===== config.mk =====
export PLATFORM = sky130hd
export DESIGN_NAME = fifo_merge_cell_flat
export DESIGN_NICKNAME = d
export VERILOG_FILES = /design/src/rtl/fifo_merge_cell_if.sv /design/src/rtl/fifo_merge_cell.sv /design/src/flat_wrapper.sv
export SDC_FILE = /design/constraint.sdc
export NUM_CORES = 1
export LEC_CHECK = 0
export CORE_UTILIZATION = 35
export DETAILED_ROUTE_END_ITERATION = 7
export PLACE_DENSITY = 0.72
export SETUP_SLACK_MARGIN = 0.2
export SYNTH_ARGS = -nofsm -noshare
export SYNTH_HDL_FRONTEND = slang
export SYNTH_SLANG_ARGS = --single-unit

===== constraint.sdc =====
create_clock -name clk -period 3.4 [get_ports clk]
set_input_delay 0.34 -clock clk [delete_from_list [all_inputs] [get_ports clk]]
set_output_delay 0.34 -clock clk [all_outputs]
set_load 0.03 [all_outputs]

===== src/rtl/fifo_merge_cell_if.sv =====
// Handshake bundle between the merge cell and its two upstream FIFOs and one downstream FIFO.
interface fifo_merge_cell_if #(
    parameter int WIDTH = 32
);
    logic [WIDTH-1:0] a_dout;
    logic             a_empty;
    logic             a_deq;
    logic [WIDTH-1:0] b_dout;
    logic             b_empty;
    logic             b_deq;
    logic [WIDTH-1:0] out_din;
    logic             out_enq;
    logic             out_full;
    logic             out_last;

    // The merge cell side: pops the input FIFOs and pushes the output FIFO.
    modport master (
        input  a_dout, a_empty, b_dout, b_empty, out_full,
        output a_deq, b_deq, out_din, out_enq, out_last
    );

    // The FIFO side: presents heads and flags, and receives the strobes.
    modport slave (
        output a_dout, a_empty, b_dout, b_empty, out_full,
        input  a_deq, b_deq, out_din, out_enq, out_last
    );
endinterface


===== src/rtl/fifo_merge_cell.sv =====
// Merge stage of the hardware sorter: merges two ascending runs of RUN_LEN
// elements into one ascending run of 2*RUN_LEN, one element per cycle at most.
module fifo_merge_cell #(
    parameter int WIDTH   = 32,
    parameter int RUN_LEN = 4,
    parameter int CNT_W   = $clog2(RUN_LEN + 1)
) (
    input  logic            clk,
    input  logic            rst,
    fifo_merge_cell_if.master bus
);

    typedef enum logic [1:0] {
        MERGE   = 2'd0,
        DRAIN_A = 2'd1,
        DRAIN_B = 2'd2
    } state_t;

    localparam logic [CNT_W-1:0] RUN_END = CNT_W'(RUN_LEN);

    state_t           state, state_nxt;
    logic [CNT_W-1:0] cnt_a, cnt_b;
    logic [CNT_W-1:0] cnt_a_nxt, cnt_b_nxt;
    logic [CNT_W-1:0] cnt_a_inc, cnt_b_inc;
    logic             pick_a;

    assign cnt_a_inc = cnt_a + CNT_W'(1);
    assign cnt_b_inc = cnt_b + CNT_W'(1);

    // In MERGE the smaller head wins, ties go to A so equal keys keep port order.
    always_comb begin
        pick_a = 1'b1;
        case (state)
            MERGE:   pick_a = (bus.a_dout <= bus.b_dout);
            DRAIN_B: pick_a = 1'b0;
            default: pick_a = 1'b1;
        endcase
    end

    // Next-state, counter and handshake logic; nothing fires while rst is high.
    always_comb begin
        state_nxt    = state;
        cnt_a_nxt    = cnt_a;
        cnt_b_nxt    = cnt_b;
        bus.a_deq    = 1'b0;
        bus.b_deq    = 1'b0;
        bus.out_enq  = 1'b0;
        bus.out_last = 1'b0;
        bus.out_din  = pick_a ? bus.a_dout : bus.b_dout;
        if (!rst && !bus.out_full) begin
            case (state)
                MERGE: begin
                    // Both heads are needed before the smaller one is known.
                    if (!bus.a_empty && !bus.b_empty) begin
                        bus.out_enq = 1'b1;
                        if (pick_a) begin
                            bus.a_deq = 1'b1;
                            cnt_a_nxt = cnt_a_inc;
                            if (cnt_a_inc == RUN_END) state_nxt = DRAIN_B;
                        end else begin
                            bus.b_deq = 1'b1;
                            cnt_b_nxt = cnt_b_inc;
                            if (cnt_b_inc == RUN_END) state_nxt = DRAIN_A;
                        end
                    end
                end
                DRAIN_A: begin
                    if (!bus.a_empty) begin
                        bus.out_enq = 1'b1;
                        bus.a_deq   = 1'b1;
                        cnt_a_nxt   = cnt_a_inc;
                        if (cnt_a_inc == RUN_END) begin
                            bus.out_last = 1'b1;
                            cnt_a_nxt    = '0;
                            cnt_b_nxt    = '0;
                            state_nxt    = MERGE;
                        end
                    end
                end
                DRAIN_B: begin
                    if (!bus.b_empty) begin
                        bus.out_enq = 1'b1;
                        bus.b_deq   = 1'b1;
                        cnt_b_nxt   = cnt_b_inc;
                        if (cnt_b_inc == RUN_END) begin
                            bus.out_last = 1'b1;
                            cnt_a_nxt    = '0;
                            cnt_b_nxt    = '0;
                            state_nxt    = MERGE;
                        end
                    end
                end
                default: begin
                    state_nxt = MERGE;
                    cnt_a_nxt = '0;
                    cnt_b_nxt = '0;
                end
            endcase
        end
    end

    // State and run counters; a reset mid-run throws the partial run away.
    always_ff @(posedge clk) begin
        if (rst) begin
            state <= MERGE;
            cnt_a <= '0;
            cnt_b <= '0;
        end else begin
            state <= state_nxt;
            cnt_a <= cnt_a_nxt;
            cnt_b <= cnt_b_nxt;
        end
    end

endmodule


===== src/flat_wrapper.sv =====
// flat-port wrapper written by rule: the top's interface ports become plain ports
module fifo_merge_cell_flat 
#(
    parameter int WIDTH   = 32,
    parameter int RUN_LEN = 4,
    parameter int CNT_W   = $clog2(RUN_LEN + 1)
)
  (clk, rst, bus_a_dout, bus_a_empty, bus_b_dout, bus_b_empty, bus_out_full, bus_a_deq, bus_b_deq, bus_out_din, bus_out_enq, bus_out_last);
  fifo_merge_cell_if #(.WIDTH(WIDTH)) bus_i ();
  input  logic clk;
  input  logic rst;
  input wire logic [$bits(bus_i.a_dout)-1:0] bus_a_dout;
  input wire logic [$bits(bus_i.a_empty)-1:0] bus_a_empty;
  input wire logic [$bits(bus_i.b_dout)-1:0] bus_b_dout;
  input wire logic [$bits(bus_i.b_empty)-1:0] bus_b_empty;
  input wire logic [$bits(bus_i.out_full)-1:0] bus_out_full;
  output wire logic [$bits(bus_i.a_deq)-1:0] bus_a_deq;
  output wire logic [$bits(bus_i.b_deq)-1:0] bus_b_deq;
  output wire logic [$bits(bus_i.out_din)-1:0] bus_out_din;
  output wire logic [$bits(bus_i.out_enq)-1:0] bus_out_enq;
  output wire logic [$bits(bus_i.out_last)-1:0] bus_out_last;
  assign bus_i.a_dout = bus_a_dout;
  assign bus_i.a_empty = bus_a_empty;
  assign bus_i.b_dout = bus_b_dout;
  assign bus_i.b_empty = bus_b_empty;
  assign bus_i.out_full = bus_out_full;
  assign bus_a_deq = bus_i.a_deq;
  assign bus_b_deq = bus_i.b_deq;
  assign bus_out_din = bus_i.out_din;
  assign bus_out_enq = bus_i.out_enq;
  assign bus_out_last = bus_i.out_last;
  fifo_merge_cell #(.WIDTH(WIDTH), .RUN_LEN(RUN_LEN), .CNT_W(CNT_W)) u_core (.clk(clk), .rst(rst), .bus(bus_i));
endmodule

==> results of run 1 <==
what timing repair did:
item	CTS	global route
gates resized for setup	280	67
pin swaps	20	10
cloned	2	0
hold buffers	0	0
endpoints found under the setup margin	34	32
setup buffers	7	0
cells by family (layout without fill, tap and decap cells):
family | after synthesis | count (layout) | share of synthesized area [%]
xor+xnor | 1 | 1 | 0.4215
simple gates | 53 | 53 | 15.53
buf+inv | 44 | 173 | 10.84
fa+ha+maj | 41 | 41 | 24.68
flops | 8 | 8 | 7.706
mux | 39 | 39 | 26.49
compound gates | 45 | 45 | 14.33
layer usage:
metal	global-route usage (%)	up-vias	part of all wire (%)
li1	-	1089	-
met1	22.37	997	42
met2	36.12	74	52
met3	1.954	4	4.9
met4	3.273	0	0.79
met5	0	-	0
final cells by class:
| cell class | instances | area, um2 | area share [%] |
|---|---|---|---|
| repair buffers | 131 | 1267 | 34.18 |
| clock buffers | 3 | 41.29 | 1.113 |
| inverters | 39 | 146.4 | 3.947 |
| flip-flops and latches | 8 | 160.2 | 4.318 |
| well taps | 72 | 90.09 | 2.429 |
| multi-input cells | 179 | 2003 | 54.01 |
sequential cells by signal, summed over array words and instances, names as in the netlist:
register      cells
u_core.cnt_a      3
u_core.state      2
u_core.cnt_b      3
Yosys cell counts, types with 2 or more instances:
cell type	count	area, um2
nor2b_1	4	25.02
buf_12	3	60.06
a21oi_1	19	95.09
nor2_1	8	30.03
nand2_1	11	41.29
dfxtp_1	8	160.2
mux2i_1	4	40.04
nand4_2	2	25.02
a211oi_1	2	15.01
nand4_1	4	25.02
nor3_1	3	15.01
ha_1	41	513.0
nor4_1	2	12.51
nand2b_1	6	37.54
mux2_4	31	465.5
inv_1	39	146.4
nand3_1	5	25.02
mux2_2	4	45.04
o21ai_0	7	35.03
worst max-delay path, stage by stage:
cell           delay, ns
dlygate4sd2_1       0.25
inv_2               0.06
ha_4                0.26
nand4_1             0.12
buf_4               0.17
nor4_4              0.28
o31a_1              0.22
o21ai_4             0.06
mux2_4              0.30
buf_4               0.15
buf_6               0.13
mux2_4              0.30
buf_2               0.18
per-stage QoR:
stage	instances	hold WS, ns	util (%)	setup TNS [ns]	instance area, um2
global route	432	0.5241	66.13	0	3709
detailed placement	420	0.4711	58.59	-12.90	3286
finish	432	0.4786	66.13	0	3709
global placement	420	0.4650	58.59	-11.58	3286
floorplan	231	0.4560	-	0	2078
CTS	432	0.4788	63.52	0	3562
worst paths after layout:
check	from	endpoint	slack, ns	cells after the start
setup / recovery	bus_b_dout[27]	bus_out_din[4]	0.25	13
hold / removal	u_core.cnt_a[1]	u_core.cnt_a[1]	0.48	2
setup reg to reg	u_core.state[1]	u_core.state[0]	1.21	8
hold reg to reg	u_core.cnt_a[1]	u_core.cnt_a[1]	0.48	2
report_power, final:
group	leakage, nW	switching, mW	internal [mW]
Combinational	1.73	0.332	0.388
Clock	0.0216	0.0394	0.0769
Sequential	0.0647	0.00348	0.0981
Total	1.81	0.375	0.563
==> summary.md, run 1 <==
| Metric | Value |
|---|---|
| Syn_nets | 341 |
| Dpl hpwl | 4.607 mm |
| VDD IR max | between 0.2 and 0.25 mV |
| Pre-CTS WS | -0.4381 ns |
| DR vias/cell | approximately 5 |
| Core area | 5608 um2 |
| Leakage power | 1.812 nW |
| Final net count | 472 |
| CTS Buffer Depth | 2 |
| Startpoint Class | input port |
| RSZ-0062 raised after global routing | true |
| Status | finished clean |
| Register area share after synthesis | ~7.7% |
| Min Tclk post-route | 3.153 ns |
| Critical Path AT | roughly 2.8 ns |
| Clock transition at path regs | 0.04 ns |
| F_max | around 320 MHz |
| Die height | 79.06 um |
| Final hold vios | 0 |
| Initial Utilization | a little under two fifths |
| Largest net degree at the start of global routing | 16 |
| Setup ws final | 0.2467 ns |
| Async SR Flop Fraction | 0% |
| Final worst-path cycle share | 92.74% |
| Critical path required time | a little over 3 ns |
| Total grt overflow | 0 |
| Avg Inst Size Synth | between 8 and 9 um2 |
| Placer Congestion | about 0.9 |
| Power density over the cells | 253.1 nW/um2 |
| Final routed DRC violation total | 0 |
| Vias | 2164 |
| IO Port Bufs | about 100 |
| Layout cells sized above 1 | 44.17% |
| CP max FO | 5 |
| CTS tree | yes |
| Slew HR | about two thirds |
| Least-Margin Pin Slew | ~0.48 ns |
| Number of flops mapped to enable cells by yosys | 0 |
| Netlist cell types | 47 |
| Mapped cell area | 2078 um2 |
| Die footprint | roughly 6200 um2 |
| Yosys reg bits | 8 |
| Clock Sinks | 8 |
| First-pass GRT wire length | between 9 and 10 mm |
| Antenna Cells | 0 |
| GRT Resource Usage Total | 18.80% |
| Vias in the first global route | around 2200 |
| Root buf cell | clkbuf_8 |
| Avg WL per Cell | 14.00 um |
| HP Class | register to register |
| # Max-Cap Violations | 0 |
| Setup violations, final | 0 |
| Final wirelength | 6.050 mm |
| Yosys warning count | 0 |
| Post-Synthesis Cells | 231 |
| CTS HTree Levels | 1 |
| Fin. max-slew vios | 0 |
| Initial antenna violation count | 0 |
| ANT nets after route | 0 |
| Total CTS buffers | 3 |
| Main synth FF type | dfxtp_1 |
| Die Wd | 79.06 um |
| Filler instances | between 400 and 500 |
| Critical path type | input port to primary output |
| Row count | 27 |
| Most frequent cells in the layout | 45 x dlygate4sd2_1, 31 x mux2_4, 27 x buf_6 |
| Crit. End Element | primary output |
| Io pins | 105 |
| Total power | 0.9386 mW |
| First-iteration detailed-routing DRC count | 45 |
| Area added between synthesis and finish | 78.45% |
| Most common cell after layout, fill and taps aside | dlygate4sd2_1 |
| Worst-Skew Late Latency | 0.23 ns |
| Clock Skew | 0.004824 ns |
| Drt first pass iters | 4 |
(Power assumes the default switching activity.)
==> run 2: changes to the inputs <==
--- a/config.mk
+++ b/config.mk
@@ -5,6 +5,7 @@
 export SDC_FILE = /design/constraint.sdc
 export NUM_CORES = 1
 export LEC_CHECK = 0
+export CORE_ASPECT_RATIO = 1.2
 export CORE_UTILIZATION = 35
 export DETAILED_ROUTE_END_ITERATION = 7
 export PLACE_DENSITY = 0.72
==> run 2 against run 1 <==
Effect of this change: combinational power shrank 2%; sequential power is essentially flat; register-to-register slack gained 0.03 ns; total power shrank 1.3%; cell count grew 2.8%; wire length shrank 2.6%; clock skew shrank 0.0026 ns; highest routed layer unchanged; clock power is essentially flat; die area is essentially flat; cell area grew 0.17%; core utilization shrank 1.0 points; first-iteration DRC count shrank 44%.
==> summary.md, run 2 (synthesis results as in run 1) <==
| Metric | Value |
|---|---|
| Placed instance area | 3288 um2 |
| Crit-path leading delay family | compound AO/OA/AOI/OAI gates |
| Core area | approximately 5700 um2 |
| Placed Cells | around 430 |
| Avg WL per Cell | roughly 13 um |
| VDD IR max | 0.3280 mV |
| Critical Path AT | 2.79 ns |
| F_max | ~320 MHz |
| Die footprint | 6251 um2 |
| Total power | 0.9268 mW |
| Cell depth of the worst setup path | 12 |
| Final wirelength | 5.894 mm |
| Final routed DRC violation total | 0 |
| ANT nets after route | 0 |
| CTS HTree Levels | 1 |
| Critical path required time | 3.06 ns |
| Die height | 86.41 um |
| Area added between synthesis and finish | 78.75% |
| Initial Utilization | 36.43% |
| Most frequent cells in the layout | 43 x dlygate4sd2_1, 31 x mux2_4, 26 x buf_4 |
| Pre-CTS WS | -0.3770 ns |
| Total CTS buffers | 3 |
| First-pass GRT wire length | around 9 mm |
| CTS Buffer Depth | 2 |
| Critical path buffers and inverters | 4 |
| Largest net degree at the start of global routing | 11 |
| Placer Congestion | 0.8484 |
| Vias | roughly 2200 |
| Setup_tns | 0 ns |
| CP peak stage delay | 0.31 ns |
| Dpl hpwl | 4.511 mm |
| Fin area | approximately 3700 um2 |
| Drt first pass iters | 3 |
| # Max-Cap Violations | 0 |
| Initial antenna violation count | 2 |
| Clock Skew | 0.002270 ns |
| DR vias/cell | 4.878 |
| Total grt overflow | 0 |
| Crit. End Element | primary output |
| Least-Margin Pin Slew | 0.3865 ns |
| Min Tclk post-route | 3.130 ns |
| Startpoint Class | input port |
| Leakage power | 1.861 nW |
| IO Port Bufs | between 100 and 150 |
| Setup ws final | 0.2700 ns |
| FF-to-FF path depth | 8 |
| First-iteration detailed-routing DRC count | 25 |
| Fin. max-slew vios | 0 |
| Slew HR | roughly three quarters |
| Root buf cell | clkbuf_8 |
| Hold_buf cts | 0 |
| RSZ-0062 raised after global routing | true |
| CTS tree | yes |
| Worst path cell trace | dlygate4sd2_1, ha_4, a21oi_1, o21ai_1, a221o_1, o31a_1, o21ai_4, mux2_4, buf_12, buf_12, mux2_4, buf_6 |
| Row count | 30 |
| Clock transition at path regs | 0.04 ns |
| WHS Path Cells | 2 |
| GRT Resource Usage Total | between 10% and 20% |
| CP max FO | 7 |
| Power density over the cells | 249.5 nW/um2 |
| Final worst-path cycle share | 92.06% |
| Die Wd | 72.35 um |
| Setup violations, final | 0 |
| Final Non-Filler Cells | 444 |
| Critical path type | input port to primary output |
| Filler instances | 472 |
| Layout cells sized above 1 | between 40% and 50% |
| Biggest regs | u_core.cnt_a x3, u_core.cnt_b x3, u_core.state x2 |
| Final hold vios | 0 |
| Clock Sinks | 8 |
| HP Class | register to register |
| Crit-path slowest cell | o31a_1 |
| Final net count | 474 |
| Status | finished clean |
| Worst-Skew Late Latency | 0.23 ns |
| Vias in the first global route | 2087 |
| Most common cell after layout, fill and taps aside | dlygate4sd2_1 |
| Io pins | 105 |
[run 2: tightest hold or removal path, delay by kind of cell (launching register included)]
family,cells,cell delay (ns)
and+or+nand+nor,1,0.06
muxes,1,0.06
DFF,1,0.31
[run 2: through the flow]
| stage | hold slack (ns) | utilization, % |
|---|---|---|
| 2_1_floorplan | 0.4560 | - |
| 3_3_place_gp | 0.4652 | 57.63 |
| 3_5_place_dp | 0.4798 | 57.63 |
| 4_1_cts | 0.4937 | 61.84 |
| 5_1_grt | 0.5341 | 65.11 |
| 6_report | 0.4872 | 65.11 |
[run 2: path summary, 6_finish.rpt]
kind	from	endpoint	slack (ns)
min	u_core.cnt_a[1]	u_core.cnt_a[1]	0.49
max	bus_a_dout[5]	bus_out_din[30]	0.27
min reg2reg	u_core.cnt_a[1]	u_core.cnt_a[1]	0.49
max reg2reg	u_core.state[1]	u_core.state[0]	1.24
[run 2: final cells by class]
class | count | area (um2) | share of cell area, %
Multi-Input combinational cell | 179 | 2012 | 54.16
Tap cell | 80 | 100.1 | 2.695
Clock buffer | 3 | 41.29 | 1.111
Inverter | 39 | 146.4 | 3.941
Antenna cell | 2 | 5.005 | 0.1347
Sequential cell | 8 | 160.2 | 4.311
Timing Repair Buffer | 133 | 1250 | 33.65
[run 2: repair_timing]
| item | CTS | global route |
|---|---|---|
| cloned | 2 | 0 |
| pin swaps | 21 | 11 |
| endpoints found under the setup margin | 33 | 32 |
| gates resized for setup | 258 | 76 |
| setup buffers | 5 | 6 |
[run 2: where the power goes]
part           internal, mW  switching [mW]  total (mW)
Combinational         0.376           0.332       0.708
Sequential           0.0980         0.00378       0.102
Clock                0.0770          0.0400       0.117
[run 2: per-layer routing]
| layer | share of wire [%] | routed length, um | GRT usage [%] |
|---|---|---|---|
| met5 | 0 | 0 | 0 |
| met2 | 53 | 3150 | 34.58 |
| met3 | 6.6 | 389 | 3.372 |
| met4 | 1.2 | 69 | 3.209 |
| met1 | 39 | 2284 | 19.59 |
==> run 3: changes to the inputs <==
--- a/config.mk
+++ b/config.mk
@@ -9,7 +9,7 @@
 export CORE_UTILIZATION = 35
 export DETAILED_ROUTE_END_ITERATION = 7
 export PLACE_DENSITY = 0.72
-export SETUP_SLACK_MARGIN = 0.2
+export SETUP_SLACK_MARGIN = 0.02
 export SYNTH_ARGS = -nofsm -noshare
 export SYNTH_HDL_FRONTEND = slang
 export SYNTH_SLANG_ARGS = --single-unit
==> run 3 against run 2 <==
Effect of this change: combinational power fell by 10%; critical endpoint is now bus_out_din[0]; worst setup slack got worse by 0.19 ns; fmax is 5.8% lower; non-clock buffer count decreased by 8; worst hold slack got worse by 0.00079 ns; clock skew is 0.0016 ns higher; largest power group unchanged; clock-buffer cell count did not move; critical path type unchanged; first-iteration DRC count up 24%; cell count down 2.3%; total power shrank 7.7%.
==> summary.md, run 3 (synthesis results as in run 1) <==
| Metric | Value |
|---|---|
| Clock Sinks | 8 |
| Comb pwr share | between 70% and 80% |
| Critical Path AT | 2.98 ns |
| HP Class | register to register |
| Min Tclk post-route | 3.324 ns |
| Die footprint | 6251 um2 |
| Clock transition at path regs | 0.04 ns |
| Io pins | 105 |
| Dpl hpwl | approximately 4.5 mm |
| Fin area | 3440 um2 |
| CTS HTree Levels | 1 |
| Setup violations, final | 0 |
| Clock Skew | 0.003911 ns |
| Root buf cell | clkbuf_8 |
| Most common cell after layout, fill and taps aside | clkdlybuf4s50_1 |
| RSZ-0062 raised after global routing | true |
| Clk pwr share | 13.7% |
| Antenna Cells | 0 |
| Final worst-path cycle share | 97.78% |
| Placed instance area | 3288 um2 |
| Area added between synthesis and finish | 65.50% |
| Pre-CTS WS | -0.3770 ns |
| Total power | 0.8559 mW |
| Vias in the first global route | 1912 |
| Critical path type | input port to primary output |
| # Max-Cap Violations | 0 |
| Avg WL per Cell | 12.88 um |
| Crit. End Element | primary output |
| Final net count | 466 |
| First-pass GRT wire length | 8.217 mm |
| Initial Utilization | 36.43% |
| Die height | roughly 86 um |
| CTS tree | yes |
| Placed Cells | approximately 430 |
| ANT nets after route | 0 |
| Worst-Skew Late Latency | 0.23 ns |
| CTS Buffer Depth | 2 |
| Final hold vios | 0 |
| Leakage power | ~1.7 nW |
| Final wirelength | 5.591 mm |
| Crit-path slowest cell | clkdlybuf4s50_1 |
| CP max FO | 9 |
| Crit-path leading delay family | buffers and inverters |
| Setup ws final | 0.07565 ns |
| VDD IR max | 0.3235 mV |
| Row count | 30 |
| Net Sw Frac | ~40% |
| Initial antenna violation count | 0 |
| Switching pwr | ~0.35 mW |
| Slew HR | 71.75% |
| Final Non-Filler Cells | 434 |
| Largest net degree at the start of global routing | 15 |
| Most frequent cells in the layout | 62 x clkdlybuf4s50_1, 38 x inv_1, 33 x ha_1 |
| Critical path buffers and inverters | 4 |
| Total CTS buffers | 3 |
| Fin. max-slew vios | 0 |
| IO Port Bufs | around 100 |
| Part of the power in registers | between 10% and 20% |
| CP peak stage delay | 0.49 ns |
| Biggest regs | u_core.cnt_a x3, u_core.cnt_b x3, u_core.state x2 |
| Layout cells sized above 1 | roughly a third |
| Vias | between 2000 and 2500 |
| Final routed DRC violation total | 0 |
| Power density over the cells | 248.8 nW/um2 |
| Drt first pass iters | 4 |
| DR vias/cell | 4.859 |
| Least-Margin Pin Slew | 0.4131 ns |
| Critical path required time | 3.06 ns |
| Status | finished clean |
| Die Wd | 72.35 um |
| Hold_ws | 0.4865 ns |
| GRT Resource Usage Total | 15.94% |
| Startpoint Class | input port |
| Placer Congestion | 0.8484 |
| Worst path cell trace | clkdlybuf4s50_1, inv_1, ha_1, nand2_2, o21ai_1, a221o_1, o31a_1, o21ai_4, mux2_4, buf_12, mux2_2, buf_6 |
| Total grt overflow | 0 |
| P_int | 0.5055 mW |
| Core area | approximately 5700 um2 |
| F_max | between 300 and 400 MHz |
| Hold_buf cts | 0 |
| First-iteration detailed-routing DRC count | 31 |
-- run 3: cell count changes in the layout (fill, tap and decap cells not counted), moves of 2 or more --
| cell | delta |
|---|---|
| buf_16 | -2 |
| ha_4 | -14 |
| buf_2 | +10 |
| clkbuf_2 | -6 |
| clkdlybuf4s50_1 | +51 |
| buf_6 | -19 |
| inv_2 | -21 |
| ha_1 | +14 |
| diode_2 | -2 |
| dlygate4sd2_1 | -43 |
| inv_1 | +21 |
-- run 3: path summary, 6_finish.rpt --
kind / cells past startpoint / slack, ns / startpoint / endpoint
hold / removal: 2 / 0.49 / u_core.cnt_a[1] / u_core.cnt_a[1]
hold reg to reg: 2 / 0.49 / u_core.cnt_a[1] / u_core.cnt_a[1]
setup / recovery: 12 / 0.08 / bus_b_dout[6] / bus_out_din[0]
setup reg to reg: 8 / 1.25 / u_core.state[1] / u_core.state[0]
-- run 3: final cells by class --
type                    instances  area (um2)
fillers                       509        2266
multi-input cells             179        1844
repair buffers                125        1147
flip-flops and latches          8       160.2
inverters                      39       146.4
well taps                      80       100.1
clock buffers                   3       41.29
-- run 3: power by group through the flow --
stage	Combinational [mW]	Sequential (mW)	Clock, mW
floorplan	0.398	0.102	0
global placement	0.624	0.103	0
detailed placement	0.630	0.104	0
CTS	0.587	0.102	0.117
global route	0.680	0.102	0.123
finish	0.637	0.102	0.117
-- run 3: stage by stage --
step	utilization [%]	TNS [ns]
4_1_cts	55.88	0
6_report	60.29	0
2_1_floorplan	-	0
5_1_grt	60.29	-0.04038
3_5_place_dp	57.63	-10.79
3_3_place_gp	57.63	-10.18
-- run 3: what timing repair did --
item,in CTS,in global routing
endpoints found under the setup margin,31,32
gates cloned,0,1
pin swaps,0,5
gates resized for setup,151,47
setup buffers,0,4
-- run 3: worst register-to-register path, delay by kind of cell (launching register included) --
| family | cells | cell delay, ns |
|---|---|---|
| AOI/OAI and AO/OA | 3 | 0.75 |
| and+or+nand+nor | 3 | 0.53 |
| DFF | 1 | 0.41 |
| adders and majority gates | 1 | 0.25 |
| buffers and inverters | 1 | 0.09 |
-- run 3: per-layer routing --
layer | track usage [%] | up-vias | share of wire, %
met1 | 18.11 | 969 | 41
met4 | 1.604 | 0 | 0.27
met2 | 30.93 | 58 | 52
met3 | 3.372 | 2 | 7.2
met5 | 0 | - | 0
li1 | - | 1080 | -
